`src/rtl/mean_square_acc.sv`:
```
// Mean-square accumulator: squares a window of 2**LOG2_N signed Q8.8 samples
// and emits their truncated mean as an unsigned Q16.16 word for the sqrt stage.
module mean_square_acc #(
  parameter int LOG2_N = 4,
  parameter int CNT_W  = 16
) (
  input  logic              clk,
  input  logic              rst_n,
  input  logic              clear,
  input  logic              in_valid,
  output logic              in_ready,
  input  logic [15:0]       sample_in,
  output logic              out_valid,
  input  logic              out_ready,
  output logic [31:0]       mean_sq,
  output logic [CNT_W-1:0]  windows_done
);

  // state    | meaning
  // ST_ACCUM | absorbing samples into the running sum of squares
  // ST_OUT   | holding mean_sq until the consumer takes it
  localparam logic [0:0] ST_ACCUM = 1'b0;
  localparam logic [0:0] ST_OUT   = 1'b1;

  localparam int ACC_W = 32 + LOG2_N;

  logic [0:0]        state;
  logic              live;
  logic [ACC_W-1:0]  acc;
  logic [LOG2_N-1:0] cnt;

  logic signed [16:0] s_ext;
  logic [16:0]        mag;
  logic [31:0]        mag32;
  logic [31:0]        sq;
  logic [ACC_W-1:0]   acc_next;
  logic               accept;

  // 17-bit magnitude so that -32768 maps to +32768 without wrapping
  always_comb begin
    s_ext    = {sample_in[15], sample_in};
    mag      = s_ext[16] ? $unsigned(-s_ext) : $unsigned(s_ext);
    mag32    = {15'd0, mag};
    sq       = mag32 * mag32;
    acc_next = acc + {{LOG2_N{1'b0}}, sq};
  end

  // live keeps in_ready low until the first edge after reset release
  assign in_ready  = live && (state == ST_ACCUM);
  assign out_valid = (state == ST_OUT);
  assign accept    = in_valid && in_ready;

  always_ff @(posedge clk or negedge rst_n) begin
    if (!rst_n) begin
      state        <= ST_ACCUM;
      live         <= 1'b0;
      acc          <= '0;
      cnt          <= '0;
      mean_sq      <= '0;
      windows_done <= '0;
    end else begin
      live <= 1'b1;
      if (clear) begin
        state <= ST_ACCUM;
        acc   <= '0;
        cnt   <= '0;
      end else begin
        case (state)
          ST_ACCUM: begin
            if (accept) begin
              if (&cnt) begin
                mean_sq <= acc_next[ACC_W-1:LOG2_N];
                acc     <= '0;
                cnt     <= '0;
                state   <= ST_OUT;
              end else begin
                acc <= acc_next;
                cnt <= cnt + 1'b1;
              end
            end
          end
          ST_OUT: begin
            if (out_ready) begin
              state        <= ST_ACCUM;
              windows_done <= windows_done + 1'b1;
            end
          end
          default: state <= ST_ACCUM;
        endcase
      end
    end
  end

endmodule
```
`config.mk`:
```
export PLATFORM = sky130hd
export DESIGN_NAME = mean_square_acc
export DESIGN_NICKNAME = d
export VERILOG_FILES = /design/src/rtl/mean_square_acc.sv
export SDC_FILE = /design/constraint.sdc
export NUM_CORES = 1
export LEC_CHECK = 0
export ABC_AREA = 1
export BUFFER_PORTS_ARGS = -buffer_cell sky130_fd_sc_hd__buf_2
export CAP_MARGIN = 20
export CELL_PAD_IN_SITES_DETAIL_PLACEMENT = 1
export CELL_PAD_IN_SITES_GLOBAL_PLACEMENT = 2
export CORE_MARGIN = 5
export CORE_UTILIZATION = 38
export DETAILED_ROUTE_END_ITERATION = 12
export GPL_ROUTABILITY_DRIVEN = 0
export PLACE_DENSITY = 0.9
export SYNTH_ARGS = -nofsm -noshare
export SYNTH_HDL_FRONTEND = slang
export SYNTH_SLANG_ARGS = --single-unit
export TNS_END_PERCENT = 50
```
`constraint.sdc`:
```
create_clock -name clk -period 2.57 [get_ports clk]
set_clock_uncertainty 0.2 [all_clocks]
set_input_delay 0.1285 -clock clk [delete_from_list [all_inputs] [get_ports clk]]
set_output_delay 0.1285 -clock clk [all_outputs]
set_load 0.02 [all_outputs]
```
==> results.md <==
- Worst Hold Class: primary input to asynchronous set/reset pin
- Layout fillers: 4536
- Worst-path maximum fanout: 8
- Number of global-route vias before repair: 18480
- Failing checks: negative setup slack
- Die X: 207.6 um
- WL/cell: 25.37 um
- CTS tree: yes
- Final net count: 2883
- Worst-path clk slew: 90 ps
- Crit share post-route: 3.090
- GRT Resource Usage Total: 0.2851
- Die height: 207.6 um
- H-tree Lvls: 3
- Core Region: 0.03865 mm2
- Post-layout min period: 7941 ps
- Top Metal Used: met4
- GRT overflow: 0
- M1 WL: 26580 um
- I/O pin count: 71
- Mapped Area: 0.01484 mm2
- Vias/cell: 5.543
- R2r worst-path depth: 11
- Synthesis-stage register bit count: 90
- Max-cap violations: 0
- CP dominant cell by count: nand2_1
- Final wirelength: 77650 um
- Max stage delay cell, worst path: fa_2
- Drt drc: 0
- Synthesized area per cell: 7.385 um2
- Met2 wire length: 39160 um
- Cells after DPL: 2953
- Slew margin rel.: 0.5786
- Most common cell in the netlist: nand2_1
- Global-route wire length before repair: 98410 um
- CTS buffer count: 9
- Post-DP HPWL: 45830 um
- CTS sink cnt: 90
- Worst path max stage delay: 630 ps
- Post-synth EDFFs: 0
- Slew at the pin with the worst max-slew slack: 625.5 ps
- Sequential share of the synthesized area: 0.1517
- Area contributors post-synth: fa_1, dfrtp_1, nand2_1, ha_1, inv_1
- PortBufs: 70
- Critical Path Sink Type: flip-flop
- FMAX: 125.9 MHz
- Synth-to-Final Area Change: 55.50%
- Ys flop type: dfrtp_1
- Post-Syn Instances: 2010
- Cell variety after synth: 51
- Non-Filler Instances: 3061
- Fin. Hold Viols: 0
- Max Root-Sink Buffers: 2
- Routed wl met3: 3794 um
- Clock Latency Late Sink: 380 ps
- Final ANT Viol Nets: 0
- Fraction of layout cells with a size suffix above 1: 0.4483
- Final Max Slew Viols: 0
- Final setup margin: -5371 ps
- RSZ-0062 raised after global routing: yes
- Required @ worst endpoint: 2630 ps
- Synth Warn #: 0
- Status: finished, violations left
- Cell Rows: 72
- Largest net degree at the start of global routing: 55
- DR pass1 iterations: 5
- Vias: 16970
- Die area: 0.04312 mm2
- N_diodes: 0
- Crit Path Category: primary input to flip-flop
- WP data arrival: 8000 ps
- DRT iter0 DRCs: 1004
- Initial antenna violation count: 0
- Top cells by count, synth: nand2_1, inv_1, fa_1
- Root Driver: clkbuf_16
- Final setup fails: 65
- Top cell type by total area after synthesis: fa_1
- Critical path startpoint category: primary input
- Top cell type's share of synthesized area: 0.2468
- Initial core utilization: 0.3841
- Asr flop ratio synth: 1.000
-- stage by stage --
step	setup WS [ps]	hold WS (ps)	setup TNS, ps	instance area, um2	utilization
after floorplan	-4401	-367.1	-246530	15400	-
after global placement	-5471	-130.2	-302740	18890	0.4889
after detailed placement	-5679	-125.7	-316840	18890	0.4889
after CTS	-4665	21.93	-263230	21340	0.5522
after global routing	-5478	40.42	-305690	23080	0.5973
final	-5371	1.127	-295650	23080	0.5973
-- cells by family (layout without fill, tap and decap cells) --
group                    Yosys count  after routing  synth area share
AND/OR/NAND/NOR                  885            885            0.2524
AO/OA/AOI/OAI                    151            151           0.05968
adder cells (fa/ha/maj)          324            324            0.3656
buffers and inverters            493            993            0.1299
flip-flops                        90             90            0.1517
other                              2             35         0.0005059
XOR/XNOR                          65             65           0.04012
-- final timing paths --
check	startpoint	to	slack, ps
setup reg to reg	acc[9]	acc[34]	-40
hold reg to reg	windows_done[15]	windows_done[15]	270
setup / recovery	sample_in[1]	mean_sq[24]	-5370
max in group asynchronous	rst_n	acc[7]	1520
hold / removal	rst_n	acc[23]	1
min in group clk	sample_in[0]	acc[0]	200
-- placed cells by master (no fill, tap or decap), drive strengths merged, types with 3 or more instances in the layout --
cell type	netlist	layout
o21bai	19	19
clkinvlp	0	3
or2	10	10
xnor2	24	24
buf	15	507
conb	2	35
clkbuf	13	11
xor2	41	41
ha	141	141
dlygate4sd3	0	5
o31ai	4	4
a21o	3	3
a31o	3	3
dfrtp	90	90
nor2	157	157
inv	465	465
nand3b	12	12
a21oi	62	62
o21ai	49	49
fa	183	183
nand3	111	111
nand2	551	551
nor3	17	17
nand4	24	24
-- worst max-delay path, delay by kind of cell --
kind                     cells  cell delay, ps
AO/OA/AOI/OAI                3             550
AND/OR/NAND/NOR             16            1860
adder cells (fa/ha/maj)      9            3950
XOR/XNOR                     1             330
buffers and inverters       12            1150
-- flip-flops by register name (all words and copies together), names as in the netlist --
register,cells
out_valid,1
acc,36
mean_sq,32
cnt,4
windows_done,16
live,1
-- per-layer routing --
metal | global-route usage | up-vias
met2 | 0.5327 | 909
met1 | 0.3161 | 8465
met4 | 0.1561 | 0
met5 | 0 | -
met3 | 0.03007 | 507
li1 | - | 7087
-- timing repair --
item,CTS,global route
endpoints found under the setup margin,65,65
gates cloned,1,0
hold buffers,5,0
buffers inserted,42,49
pin swaps,219,193
resized for setup,425,334
hold endpoints to repair,97,0
-- layout make-up --
class / count / area [um2] / area share
multi-input combinational: 1460 / 14070 / 0.6094
timing repair buffer: 512 / 3989 / 0.1728
sequential: 90 / 2252 / 0.09757
inverter: 465 / 1809 / 0.07838
tap: 518 / 648.1 / 0.02808
clock buffer: 11 / 252.7 / 0.01095
clock inverter: 5 / 65.06 / 0.002819
Power is not shown: default switching activity piles up to over one toggle a cycle in this logic, so the estimate is an artifact.
